<file path="config.mk">
export PLATFORM = sky130hd
export DESIGN_NAME = chess_timer_core
export DESIGN_NICKNAME = d
export VERILOG_FILES = /design/src/rtl/chess_timer_core.sv
export SDC_FILE = /design/constraint.sdc
export NUM_CORES = 1
export LEC_CHECK = 0
export CELL_PAD_IN_SITES_DETAIL_PLACEMENT = 1
export CELL_PAD_IN_SITES_GLOBAL_PLACEMENT = 2
export CORE_MARGIN = 2
export CORE_UTILIZATION = 36
export CTS_BUF_LIST = sky130_fd_sc_hd__clkbuf_16
export CTS_CLUSTER_DIAMETER = 60
export DETAILED_ROUTE_END_ITERATION = 10
export GPL_TIMING_DRIVEN = 1
export PLACE_DENSITY_LB_ADDON = 0.1
export SLEW_MARGIN = 40
export SYNTH_ARGS = -nofsm -noshare
export SYNTH_HDL_FRONTEND = slang
export SYNTH_SLANG_ARGS = --single-unit
</file>
<file path="constraint.sdc">
create_clock -name clk_i -period 8.7 [get_ports clk_i]
set_input_delay 1.74 -clock clk_i [delete_from_list [all_inputs] [get_ports clk_i]]
set_output_delay 1.74 -clock clk_i [all_outputs]
set_load 0.02 [all_outputs]
</file>
<file path="src/rtl/chess_timer_core.sv">
// Two-player chess clock timer: per-player seconds with private sub-second counters and flag fall.
// Define CHESS_TIMER_INCREMENT_EN to add INC_SEC to a player's time when their move completes.
module chess_timer_core #(
   parameter int CLK_HZ    = 10,
   parameter int START_SEC = 300,
   parameter int INC_SEC   = 2
) (
   input  logic        clk_i,
   input  logic        rst_ni,
   input  logic        ta_i,
   input  logic        tb_i,
   input  logic        clr_i,
   output logic [15:0] time_a_o,
   output logic [15:0] time_b_o,
   output logic        flag_a_o,
   output logic        flag_b_o,
   output logic        game_over_o
);

   localparam int              SUB_W   = $clog2(CLK_HZ);
   localparam logic [SUB_W-1:0] SUB_MAX = SUB_W'(CLK_HZ - 1);
   localparam logic [15:0]     START_T = 16'(START_SEC);
   localparam logic [16:0]     INC_T   = 17'(INC_SEC);

   logic [SUB_W-1:0] sub_a_q, sub_a_d;
   logic [SUB_W-1:0] sub_b_q, sub_b_d;
   logic [15:0]      time_a_q, time_a_d;
   logic [15:0]      time_b_q, time_b_d;
   logic             flag_a_q, flag_a_d;
   logic             flag_b_q, flag_b_d;
   logic             game_over_q, game_over_d;

   logic run_a, run_b;
   logic tick_a, tick_b;
   logic dec_a, dec_b;
   logic inc_a, inc_b;

   // Ta=Tb=1 is illegal and pauses both sides, same as Ta=Tb=0.
   assign run_a  = ta_i & ~tb_i & ~clr_i & ~game_over_q;
   assign run_b  = tb_i & ~ta_i & ~clr_i & ~game_over_q;
   assign tick_a = run_a & (sub_a_q == SUB_MAX);
   assign tick_b = run_b & (sub_b_q == SUB_MAX);
   assign dec_a  = tick_a & (time_a_q != 16'd0);
   assign dec_b  = tick_b & (time_b_q != 16'd0);

`ifdef CHESS_TIMER_INCREMENT_EN
   logic ta_d_q;
   logic tb_d_q;

   always_ff @(posedge clk_i or negedge rst_ni) begin
      if (!rst_ni) begin
         ta_d_q <= 1'b0;
         tb_d_q <= 1'b0;
      end else begin
         ta_d_q <= ta_i;
         tb_d_q <= tb_i;
      end
   end

   // A move completes on the falling edge of that player's run request.
   assign inc_a = ta_d_q & ~ta_i & ~clr_i & ~game_over_q;
   assign inc_b = tb_d_q & ~tb_i & ~clr_i & ~game_over_q;
`else
   assign inc_a = 1'b0;
   assign inc_b = 1'b0;
`endif

   function automatic logic [15:0] next_time(input logic [15:0] t,
                                             input logic        dec,
                                             input logic        inc);
      logic [16:0] sum;
      sum = {1'b0, t} - {16'd0, dec} + (inc ? INC_T : 17'd0);
      if (sum > 17'h0FFFF) begin
         return 16'hFFFF;
      end
      return sum[15:0];
   endfunction

   always_comb begin
      sub_a_d     = sub_a_q;
      sub_b_d     = sub_b_q;
      time_a_d    = time_a_q;
      time_b_d    = time_b_q;
      flag_a_d    = flag_a_q;
      flag_b_d    = flag_b_q;
      game_over_d = game_over_q;
      if (clr_i) begin
         sub_a_d     = '0;
         sub_b_d     = '0;
         time_a_d    = START_T;
         time_b_d    = START_T;
         flag_a_d    = 1'b0;
         flag_b_d    = 1'b0;
         game_over_d = 1'b0;
      end else begin
         if (run_a) begin
            sub_a_d = tick_a ? '0 : sub_a_q + 1'b1;
         end
         if (run_b) begin
            sub_b_d = tick_b ? '0 : sub_b_q + 1'b1;
         end
         time_a_d = next_time(time_a_q, dec_a, inc_a);
         time_b_d = next_time(time_b_q, dec_b, inc_b);
         if (dec_a && (time_a_d == 16'd0)) begin
            flag_a_d = 1'b1;
         end
         if (dec_b && (time_b_d == 16'd0)) begin
            flag_b_d = 1'b1;
         end
         game_over_d = game_over_q | flag_a_d | flag_b_d;
      end
   end

   always_ff @(posedge clk_i or negedge rst_ni) begin
      if (!rst_ni) begin
         sub_a_q     <= '0;
         sub_b_q     <= '0;
         time_a_q    <= START_T;
         time_b_q    <= START_T;
         flag_a_q    <= 1'b0;
         flag_b_q    <= 1'b0;
         game_over_q <= 1'b0;
      end else begin
         sub_a_q     <= sub_a_d;
         sub_b_q     <= sub_b_d;
         time_a_q    <= time_a_d;
         time_b_q    <= time_b_d;
         flag_a_q    <= flag_a_d;
         flag_b_q    <= flag_b_d;
         game_over_q <= game_over_d;
      end
   end

   assign time_a_o    = time_a_q;
   assign time_b_o    = time_b_q;
   assign flag_a_o    = flag_a_q;
   assign flag_b_o    = flag_b_q;
   assign game_over_o = game_over_q;

endmodule

</file>
# [Yosys cells after proc, flatten, opt, wreduce, memory -nomap -nowiden]
# Index checks and enable logic that the tools add are counted.
# W data, S select, Z words.
[word_totals] out_inout_bits=35 in_bits=5 register_bits=43
[classes] reduce_logical=8 addsub=4 bitwise=16 muxes=25 eq_ne=2 magnitude_cmp=2
[ops] op="$mux W16" n=8
[ops] op="$gt A17 B16 Y1 const B" n=2
[ops] op="$sub A16 B1 Y17" n=2
[ops] op="$logic_not A16 Y1" n=2
[ops] op="$reduce_bool A16 Y1" n=2
[ops] op="$mux W4" n=6
[ops] op="$mux W1" n=11
[ops] op="$and A1 B1 Y1" n=10
[ops] op="$add A4 B1 Y4 const B" n=2
[ops] op="$eq A4 B4 Y1 const B" n=2
[ops] op="$not A1 Y1" n=4
[ops] op="$reduce_bool A2 Y1" n=2
[ops] op="$logic_and A1 B1 Y1" n=2
[ops] op="$or A1 B1 Y1" n=2

# [Depth between registers and ports, before layout]
# Gate-level depths: netlist of run 1.
[logic_depth] depth_word=19 ltp_mapped=14 mapped_depth_nobuf=13

# [Worst setup path before layout of run 1]
# OpenSTA, ideal clock, no wires.
[synth_path] path_type="input-to-reg" from="input ta_i" to="register game_over_q, in the netlist game_over_o" setup_time_ns=0.128 slack_ns=3.994 t_arrival_ns=4.578 n_path_buf=1 stages=12 required_time_ns=8.572 cell_sequence="nor4b_1 -> nand4b_1 -> a41oi_2 -> ha_1 -> ha_1 -> or3b_2 -> clkbuf_1 -> nor2_1 -> mux2i_1 -> o2111a_1 -> a2111oi_4 -> o21ai_2"
[synth_between] elab_chain_cells=18
[synth_lines] item="from (decl)" line_no="10" text="input logic ta_i,"
[synth_lines] item="$and A1 B1 Y1 or $not A1 Y1 (tied branches)" line_no="39, 40"
[synth_lines] item="$and A1 B1 Y1, on equally long branches (2 in a row)" line_no="39, 40"
[synth_lines] item="$and A1 B1 Y1, on equally long branches" line_no="41, 40"
[synth_lines] item="$and A1 B1 Y1, on equally long branches" line_no="43, 42"
[synth_lines] item="$sub A16 B1 Y17 or $and A1 B1 Y1 (tied branches)" line_no="72, 44"
[synth_lines] item="$gt A17 B16 Y1 or $sub A16 B1 Y17 (tied branches)" line_no="73, 72"
[synth_lines] item="$mux W1 or $gt A17 B16 Y1 (tied branches)" line_no="73" text="if (sum > 17'h0FFFF) begin"
[synth_lines] item="$mux W1, on equally long branches" line_no="87, 73"
[synth_lines] item="(+2 left out)"
[synth_lines] item="$logic_not A16 Y1 or $mux W16 (tied branches)" line_no="104, 87"
[synth_lines] item="$logic_and A1 B1 Y1 or $logic_not A16 Y1 (tied branches)" line_no="104, 107"
[synth_lines] item="$mux W1 or $logic_and A1 B1 Y1 (tied branches)" line_no="104, 107"
[synth_lines] item="$mux W1, on equally long branches" line_no="87, 107"
[synth_lines] item="$or A1 B1 Y1 or $mux W1 (tied branches)" line_no="110, 87"
[synth_lines] item="$or A1 B1 Y1 *" line_no="110" text="game_over_d = game_over_q | flag_a_d | flag_b_d;"
[synth_lines] item="$mux W1 *" line_no="87" text="if (clr_i) begin"
[synth_lines] item="via game_over_d" line_no="31" text="logic game_over_q, game_over_d;"
[synth_lines] item="to (signal assigned)" line_no="130" text="game_over_q <= game_over_d;"
[synth_lines] item="to (decl)" line_no="31"
# Mark *: on every way through the listed nets, which the timed path passes. The rest lies on a longest branch. The select of a mux whose other input is x is not followed.
# A chain may end at the register's enable or synchronous reset.

# [Worst setup path in the final report of run 1]
[layout_path] from="input clr_i" to="register game_over_q, in the netlist game_over_o"
[layout_between] elab_chain_cells=18
[layout_lines] item="from (decl)" line_no="12" text="input logic clr_i,"
[layout_lines] item="$not A1 Y1" line_no="39, 40"
[layout_lines] item="$and A1 B1 Y1 (2 in a row)" line_no="39" text="assign run_a = ta_i & ~tb_i & ~clr_i & ~game_over_q;"
[layout_lines] item="$and A1 B1 Y1" line_no="41" text="assign tick_a = run_a & (sub_a_q == SUB_MAX);"
[layout_lines] item="$and A1 B1 Y1" line_no="43" text="assign dec_a = tick_a & (time_a_q != 16'd0);"
[layout_lines] item="$sub A16 B1 Y17" line_no="72" text="sum = {1'b0, t} - {16'd0, dec} + (inc ? INC_T : 17'd0);"
[layout_lines] item="$gt A17 B16 Y1" line_no="73"
[layout_lines] item="$mux W1" line_no="73"
[layout_lines] item="$mux W1" line_no="87"
[layout_lines] item="$mux W16" line_no="76" text="return sum[15:0];"
[layout_lines] item="$mux W16" line_no="87"
[layout_lines] item="$logic_not A16 Y1" line_no="104" text="if (dec_a && (time_a_d == 16'd0)) begin"
[layout_lines] item="$logic_and A1 B1 Y1" line_no="104"
[layout_lines] item="$mux W1" line_no="104"
[layout_lines] item="$mux W1" line_no="87"
[layout_lines] item="$or A1 B1 Y1 (2 in a row)" line_no="110"
[layout_lines] item="$mux W1 *" line_no="87"
[layout_lines] item="via game_over_d" line_no="31"
# Marked as above.

==> impl_metrics.tcl, run 1 <==
set metrics [dict create \
    status "finished clean" \
    dr.pass1.iters 4 \
    whs_ns 0.5044 \
    synth_compound_area_share_pct 13.17 \
    rsz0062_at_grt "false" \
    holdCritStartpoint "sub_a_q[2]" \
    maxCapViolations 0 \
    finalHoldViolations 0 \
    synth_cell_types 47 \
    placed_cell_area_mm2 0.002942 \
    path_clk_slew_ns 0.06 \
    cp_max_fo 42 \
    max_freq_mhz 194.3 \
    wl_mm 6.477 \
    cpPeakStageDelay_ns 0.57 \
    grt_first_pass_wirelength_mm 11.07 \
    post_route_cells_drive_above_1_share_pct 9.302 \
    synth-simple-area-share_pct 26.23 \
    start_kind "primary input" \
    clk_latency_ns 0.28 \
    r2r-start "time_b_o[6]" \
    ctsHoldBuffers 0 \
    r2r_cells 11 \
    grt-ovfl-total 0 \
    synth-xor-area-share_pct 9.146 \
    layout_common_cells "clkdlybuf4s50_1, dfrtp_1, nor2_1" \
    layout_setup_ws_ns 3.555 \
    syn_to_final_growth_pct 24.07 \
    period_minus_slack_ns 5.145 \
    critPathLaunch "clr_i" \
    tightest_slew_ns 0.6256 \
    synth_fa_ha_area_share_pct 4.020 \
    crit_required_ns 8.86 \
    wire_per_inst_um 17.00 \
    leakage_nw 1.158 \
    grt.total_usage_pct 18.71 \
    cts.repair.resized 0 \
    layout_commonest_cell "clkdlybuf4s50_1" \
    cp_slowest_cell "or3b_2" \
    htreeDepth 2 \
    ios 40 \
    post_cts_buffers 0 \
    preCtsSetupSlack_ns 2.975 \
    synth_top_family_by_area "simple AND/OR/NAND/NOR gates" \
    die_h_um 87.17 \
    slew_viol_final 0 \
    synth-seq-area-share_pct 43.62 \
    coreArea_mm2 0.006756 \
    synth_mux_area_share_pct 0.4020 \
    portBuffers 39 \
    final_area_mm2 0.003089 \
    clock_sinks 43 \
    grt_pass1_vias 2180 \
    dp_hpwl_mm 4.656 \
    hold_path_end "sub_a_q[2]" \
    dp_cells 373 \
    clock_path_buffers 2 \
    rr_endpoint "game_over_o" \
    grt_max_degree 44 \
    ir_drop_v 0.00006969 \
    synth_area_leaders "dfrtp_1, dfstp_2, xnor2_1" \
    avgSynthCellArea_um2 9.467 \
    crit_arrival_ns 5.31 \
    synth_edf_count 0 \
    power.density_mw_per_mm2 129.0 \
    die_x_um 87.17 \
    clock_skew_ns 0.006618 \
    antenna_left 0 \
    vias 2077 \
    min_delay_path_depth 1 \
    path_common_cell "ha_1" \
    cts_tree "built" \
    relSlewSlack_pct 57.97 \
    yosys_warnings 0 \
    synth_flop_cell "dfrtp_1" \
    ff2ff_setup_slack_ns 5.12 \
    diodes 0 \
    nFillCells 750 \
    rows 30 \
    cp-end-kind "register" \
    hp-class "register to register" \
    syn_nets 276 \
    critPathKind "primary input to register" \
    drt_iter0_drc 74 \
    via_per_inst 5.451 \
    worstPathCellList "clkdlybuf4s50_1 > buf_4 > nor4b_2 > nand4b_1 > a41oi_2 > ha_1 > ha_1 > or3b_2 > nor2_1 > mux2i_1 > o2111a_1 > a2111oi_4 > o21ai_2" \
    final_cells 381 \
    fin_crit_sh_pct 59.14 \
    cts-buffers-inserted 5 \
    routabilityCongestion 0.7844 \
    synthArstFlopShare_pct 100.0 \
    synthCells 263 \
    setup_tns_ns 0 \
    antenna_found_initial 0 \
    setup_violations 0 \
    synth_top_cell_area_share_pct 35.18 \
    netlist_area_mm2 0.002490 \
    die-area_mm2 0.007598 \
    drc 0 \
    ys_ff_latch 43 \
    yosysTopAreaCell "dfrtp_1" \
    root_buffer "clkbuf_16" \
    nets 313 \
    initial_core_util_pct 36.85 \
]
## cell usage after synthesis (4+ instances only)
| cell | n |
|---|---|
| nor3_1 | 14 |
| nor2_1 | 33 |
| xnor2_1 | 17 |
| clkbuf_1 | 7 |
| ha_1 | 8 |
| xor2_1 | 9 |
| nand4b_1 | 4 |
| nand3_1 | 6 |
| nand2b_1 | 6 |
| nand3b_1 | 4 |
| dfrtp_1 | 35 |
| a21oi_1 | 18 |
| nand4_1 | 7 |
| or3_1 | 6 |
| nand2_1 | 14 |
| dfstp_2 | 8 |
| inv_1 | 9 |
| o21ai_0 | 12 |
| nor4b_1 | 5 |
## critical path: cells and delay by family
| kind | cells | cell delay [ns] |
|---|---|---|
| compound gates | 4 | 0.83 |
| fa+ha+maj | 2 | 0.46 |
| buf+inv | 2 | 0.66 |
| mux | 1 | 0.12 |
| simple gates | 4 | 1.48 |
## metal layers
metal	part of all wire, %	track usage [%]	up-vias
met1	47	25.18	1027
met4	0.88	5.035	0
met3	2.7	2.938	5
met2	49	31.37	35
li1	-	-	1010
met5	0	0	-
## cell type report
class	count	area, um2	area share [%]
clock buffer	5	125.1	4.050
clock inverter	3	16.27	0.5265
inverter	9	33.78	1.094
multi-input combinational	200	1325	42.89
sequential	43	1086	35.16
tap	80	100.1	3.240
timing repair buffer	41	402.9	13.04
## where the power goes
part | switching [W] | internal, W
combinational | 0.0000102 | 0.00000459
clock | 0.0000762 | 0.000105
sequential | 0.00000153 | 0.000201
## logic make-up (layout without fill, tap and decap cells)
kind of cell | count (synthesis) | count (layout)
simple gates | 117 | 117
mux | 1 | 1
fa+ha+maj | 8 | 8
compound gates | 48 | 48
xor+xnor | 26 | 26
buf+inv | 20 | 58
flops | 43 | 43
## flip-flops by register name (all words and copies together) (netlist names)
register and flops:
sub_a_q 4, time_a_o 16, game_over_o 1, flag_a_o 1
flag_b_o 1, sub_b_q 4, time_b_o 16
## worst max-delay path by stage
stage / depth (start not counted) / slack (ns) / endpoint
6_report: 13 / 3.55 / game_over_o
5_1_grt: 13 / 3.31 / game_over_o
2_1_floorplan: 12 / 3.99 / game_over_o
4_1_cts: 13 / 3.26 / game_over_o
3_3_place_gp: 13 / 3.13 / game_over_o
3_5_place_dp: 13 / 2.98 / game_over_o
## stage by stage
| stage | util, % | power, W |
|---|---|---|
| 2_1_floorplan | - | 0.0002125 |
| 3_3_place_gp | 43.50 | 0.0002211 |
| 3_5_place_dp | 43.54 | 0.0002217 |
| 4_1_cts | 45.63 | 0.0004038 |
| 5_1_grt | 45.72 | 0.0004148 |
| 6_report | 45.72 | 0.0003986 |
No activity file was read; power rests on OpenSTA's default activity.
==> run 2, diff against run 1 <==
- CORE_UTILIZATION: 36 -> 33
- clock period: 8.7 -> 4.8 ns (I/O delays scaled with it)
==> impl_metrics.tcl, run 2 (synthesis results as in run 1) <==
set metrics [dict create \
    crit_required_ns 4.96 \
    cts.repair.resized 0 \
    clock_skew_ns 0.004061 \
    wl_mm 6.682 \
    nFillCells 872 \
    coreArea_mm2 0.007292 \
    die-area_mm2 0.008256 \
    via_per_inst 5.331 \
    syn_to_final_growth_pct 25.23 \
    max_freq_mhz 245.9 \
    post_route_cells_drive_above_1_share_pct 9.241 \
    cp_max_fo 8 \
    maxCapViolations 0 \
    leakage_nw 1.169 \
    grt_use_met2_pct 26.00 \
    dr.pass1.iters 4 \
    path_clk_slew_ns 0.06 \
    htreeDepth 2 \
    grt_use_met1_pct 24.12 \
    antenna_found_initial 0 \
    grt_first_pass_wirelength_mm 11.24 \
    fin_util_pct 42.76 \
    routabilityCongestion 0.8126 \
    top_usage_layer "met2" \
    layout_common_cells "clkdlybuf4s50_1, dfrtp_1, nor2_1" \
    power.density_mw_per_mm2 233.1 \
    fin_crit_sh_pct 84.74 \
    post_cts_buffers 0 \
    cp-end-kind "register" \
    path_common_cell "ha_1" \
    rows 31 \
    root_buffer "clkbuf_16" \
    drc 0 \
    grt_max_degree 44 \
    r2r_cells 11 \
    dp_cells 394 \
    portBuffers 39 \
    clock_sinks 43 \
    ctsHoldBuffers 0 \
    setup_tns_ns 0 \
    ir_drop_v 0.0001529 \
    grtUsageMet3_pct 3.255 \
    diodes 0 \
    crit_arrival_ns 4.23 \
    finalHoldViolations 0 \
    initial_core_util_pct 34.15 \
    status "finished clean" \
    power_w 0.0007268 \
    ios 40 \
    cts-buffers-inserted 5 \
    setup_violations 0 \
    cts_tree "built" \
    rsz0062_at_grt "false" \
    critPathKind "primary input to register" \
    tightest_slew_ns 0.6639 \
    wire_per_inst_um 16.62 \
    relSlewSlack_pct 55.33 \
    layout_commonest_cell "clkdlybuf4s50_1" \
    start_kind "primary input" \
    slew_viol_final 0 \
    clk_latency_ns 0.28 \
    clock_path_buffers 2 \
    cp_slowest_cell "or3b_2" \
    min_delay_path_depth 1 \
    seq_area_mm2 0.001086 \
    grt-ovfl-total 0 \
    drt_iter0_drc 79 \
    die_x_um 90.86 \
    final_cells 402 \
    worstPathCellList "clkdlybuf4s50_1 > nor4b_1 > buf_4 > nand4b_1 > a41oi_2 > ha_1 > ha_1 > or3b_2 > nor2_1 > mux2i_1 > o2111a_1 > a2111oi_4 > o21ai_2" \
    grt.total_usage_pct 16.73 \
    antenna_left 0 \
    die_h_um 90.86 \
    hp-class "register to register" \
    cpPeakStageDelay_ns 0.58 \
    period_minus_slack_ns 4.067 \
    nets 315 \
    grt_pass1_vias 2137 \
    multiInputGateArea_mm2 0.001319 \
    dp_hpwl_mm 4.708 \
    whs_ns 0.5177 \
    vias 2143 \
]
[run 2: changes by cell type in the layout (fill, tap and decap cells not counted), sizes merged]
cell | previous run | this run
buf | 3 | 5
clkinv | 1 | 2
clkinvlp | 1 | 0
[run 2: worst max-delay path, delay by kind of cell]
family,cells,cell delay [ns]
buffers and inverters,2,0.66
muxes,1,0.11
AOI/OAI and AO/OA,4,0.82
and+or+nand+nor,4,1.20
adders and majority gates,2,0.48
[run 2: per-stage QoR]
stage | setup slack (ns) | area (um2)
CTS | 0.7197 | 3118
floorplan | 0.8736 | 2490
detailed placement | 0.4464 | 2980
global placement | 0.4966 | 2978
global route | 0.5319 | 3118
finish | 0.7327 | 3118
[run 2: worst paths after layout]
kind,end,start,slack (ns)
worst max-delay path,game_over_o,tb_i,0.73
worst min-delay path,sub_a_q[2],sub_a_q[2],0.52
worst max register to register,game_over_o,time_b_o[6],1.18
worst min register to register,sub_a_q[2],sub_a_q[2],0.52
max in group asynchronous,time_b_o[15],rst_ni,3.75
min in group asynchronous,time_a_o[4],rst_ni,0.67
[run 2: power breakdown]
| part | internal, W | switching, W | leakage (nW) |
|---|---|---|---|
| registers | 0.000365 | 0.00000264 | 0.572 |
| logic | 0.00000854 | 0.0000181 | 0.525 |
| clock network | 0.000189 | 0.000144 | 0.0724 |
[run 2: area by class of cell]
class                   instances  area share (%)
inverters                       9           1.083
clock buffers                   5           4.013
clock inverters                 3          0.4013
well taps                      99           3.973
multi-input cells             200           42.30
flip-flops and latches         43           34.83
repair buffers                 43           13.40
[run 2: layer usage]
| metal | wire (um) | up-vias | part of all wire (%) |
|---|---|---|---|
| met2 | 2965 | 58 | 44 |
| li1 | - | 1027 | - |
| met5 | 0 | - | 0 |
| met3 | 309 | 5 | 4.6 |
| met4 | 57 | 0 | 0.85 |
| met1 | 3349 | 1053 | 50 |
==> edit, RTL diff (settings of run 1) <==
Register the output `time_a_o` once more; this adds one clock of latency there. The other outputs are not delayed to match.
--- a/src/rtl/chess_timer_core.sv
+++ b/src/rtl/chess_timer_core.sv
@@ -132,5 +132,7 @@
    end
 
-   assign time_a_o    = time_a_q;
+   always_ff @(posedge clk_i) begin
+      time_a_o <= time_a_q;
+   end
    assign time_b_o    = time_b_q;
    assign flag_a_o    = flag_a_q;
Function: no difference found for any inputs over 10 cycles, from zero or initial values and one cycle with rst_ni low; that may be too few to reach the edited logic, so the function may still have changed.
==> edit against run 1 <==
- routed wire length grew 2.9%
- non-clock buffer count grew 1
- sequential power increased by 36%
- fmax decreased by 1.6%
- global-route usage decreased by 1.5 points
- area after synthesis rose by 13%
- sequential cell count up 16
- clock skew rose by 0.59 ps
- total power is 61% higher
- worst setup slack worse by 82 ps
- final area grew 16%
- die area up 12%
- highest routed layer unchanged
==> edit: results <==
{
  "post_drt_via_cell_ratio": 5.21,
  "cp_slowest_stage_delay_ps": 570,
  "ys_seq_area_frac": 0.500,
  "cts_buffers": 9,
  "gp_congestion": 0.807,
  "layout.nets": 334,
  "irDropWorstVdd_mv": 0.108,
  "synth_common_cells": "35 x dfrtp_1, 33 x nor2_1, 18 x a21oi_1, 17 x xnor2_1, 16 x dfxtp_1",
  "drive_gt1_frac": 0.110,
  "wl_mm": 6.66,
  "arrival_ps": 5430,
  "instances_no_fill": 428,
  "grt_pass1_vias": 2272,
  "ys_types": 48,
  "dp.cells": 412,
  "avgSynthCellArea_um2": 10.1,
  "grtUsageTotal": 0.172,
  "async_reset_ff_frac": 0.729,
  "drt-initial-drc-count": 54,
  "ctsHtreeMaxLevel": 3,
  "synth_area_leaders": "dfrtp_1 31%, dfxtp_1 11%, dfstp_2 7.5%, xnor2_1 5.3%, nor2_1 4.4%",
  "fin_skew_ps": 7.21,
  "clkLatencyLatePin_ps": 320,
  "dp_hpwl_mm": 4.65,
  "p_leak_nw": 1.36,
  "synth_nets": 292,
  "tightest_slew_ps": 645,
  "grt_first_pass_wirelength_mm": 11.4,
  "status": "finished, final reports clean",
  "cts_resized": 0,
  "firstDrtPassIters": 6
}
edit: changes by cell type in the layout (fill, tap and decap cells not counted):
cell	before	now
clkinv_4	0	2
bufinv_16	0	1
clkinv_2	1	0
dfxtp_1	0	16
clkbuf_16	5	9
clkinv_1	0	1
buf_2	0	1
clkinvlp_4	1	2
edit: report_power, final:
| group | switching (W) | leakage (nW) | internal, W |
|---|---|---|---|
| Sequential | 0.00000160 | 0.701 | 0.000275 |
| Combinational | 0.0000101 | 0.520 | 0.00000473 |
| Clock | 0.000129 | 0.140 | 0.000220 |
edit: area by class of cell:
| class | count | area [um^2] |
|---|---|---|
| Multi-Input combinational cell | 200 | 1330 |
| Sequential cell | 59 | 1410 |
| Timing Repair Buffer | 42 | 408 |
| Tap cell | 102 | 128 |
| Fill cell | 846 | 4050 |
| Clock inverter | 7 | 70.1 |
| Inverter | 9 | 33.8 |
| Clock buffer | 9 | 225 |
edit: logic make-up (layout without fill, tap and decap cells):
kind of cell / Yosys count / in the layout / synth area share
simple gates: 117 / 117 / 0.232
flops: 59 / 59 / 0.500
buf+inv: 20 / 67 / 0.0303
fa+ha+maj: 8 / 8 / 0.0356
mux: 1 / 1 / 0.00356
xor+xnor: 26 / 26 / 0.0810
compound gates: 48 / 48 / 0.117
edit: metrics by stage:
stage / hold slack, ps / setup WS, ps / power [W] / instance area, um^2
2_1_floorplan: 368 / 3990 / 0.000287 / 2810
3_3_place_gp: 385 / 3030 / 0.000296 / 3290
3_5_place_dp: 391 / 2850 / 0.000297 / 3290
4_1_cts: 405 / 3190 / 0.000649 / 3590
5_1_grt: 436 / 3210 / 0.000665 / 3600
6_report: 398 / 3470 / 0.000641 / 3600
edit: final timing paths:
check / from / to / cells past startpoint / slack, ps
worst min-delay path: time_a_q[0]$_DFF_PN0_ / time_a_o[0]$_DFF_P_ / 0 / 400
min in group asynchronous: rst_ni / time_a_q[14]$_DFF_PN0_ / 2 / 1490
worst min register to register: time_a_q[0]$_DFF_PN0_ / time_a_o[0]$_DFF_P_ / 0 / 400
max in group asynchronous: rst_ni / time_b_o[14]$_DFF_PN0_ / 2 / 6810
worst max register to register: game_over_o$_DFF_PN0_ / game_over_o$_DFF_PN0_ / 11 / 5070
worst max-delay path: clr_i / game_over_o$_DFF_PN0_ / 13 / 3470
edit: layer usage:
metal / GRT usage / up-vias / wire [um]
li1: - / 1083 / -
met1: 0.245 / 1095 / 3320
met2: 0.251 / 44 / 3000
met3: 0.0456 / 7 / 260
met4: 0.0609 / 0 / 86
met5: 0 / - / 0
edit: critical path: cells and delay by family:
| kind | cells | cell delay (ps) |
|---|---|---|
| fa+ha+maj | 2 | 480 |
| mux | 1 | 120 |
| simple gates | 4 | 1560 |
| buf+inv | 2 | 670 |
| compound gates | 4 | 860 |
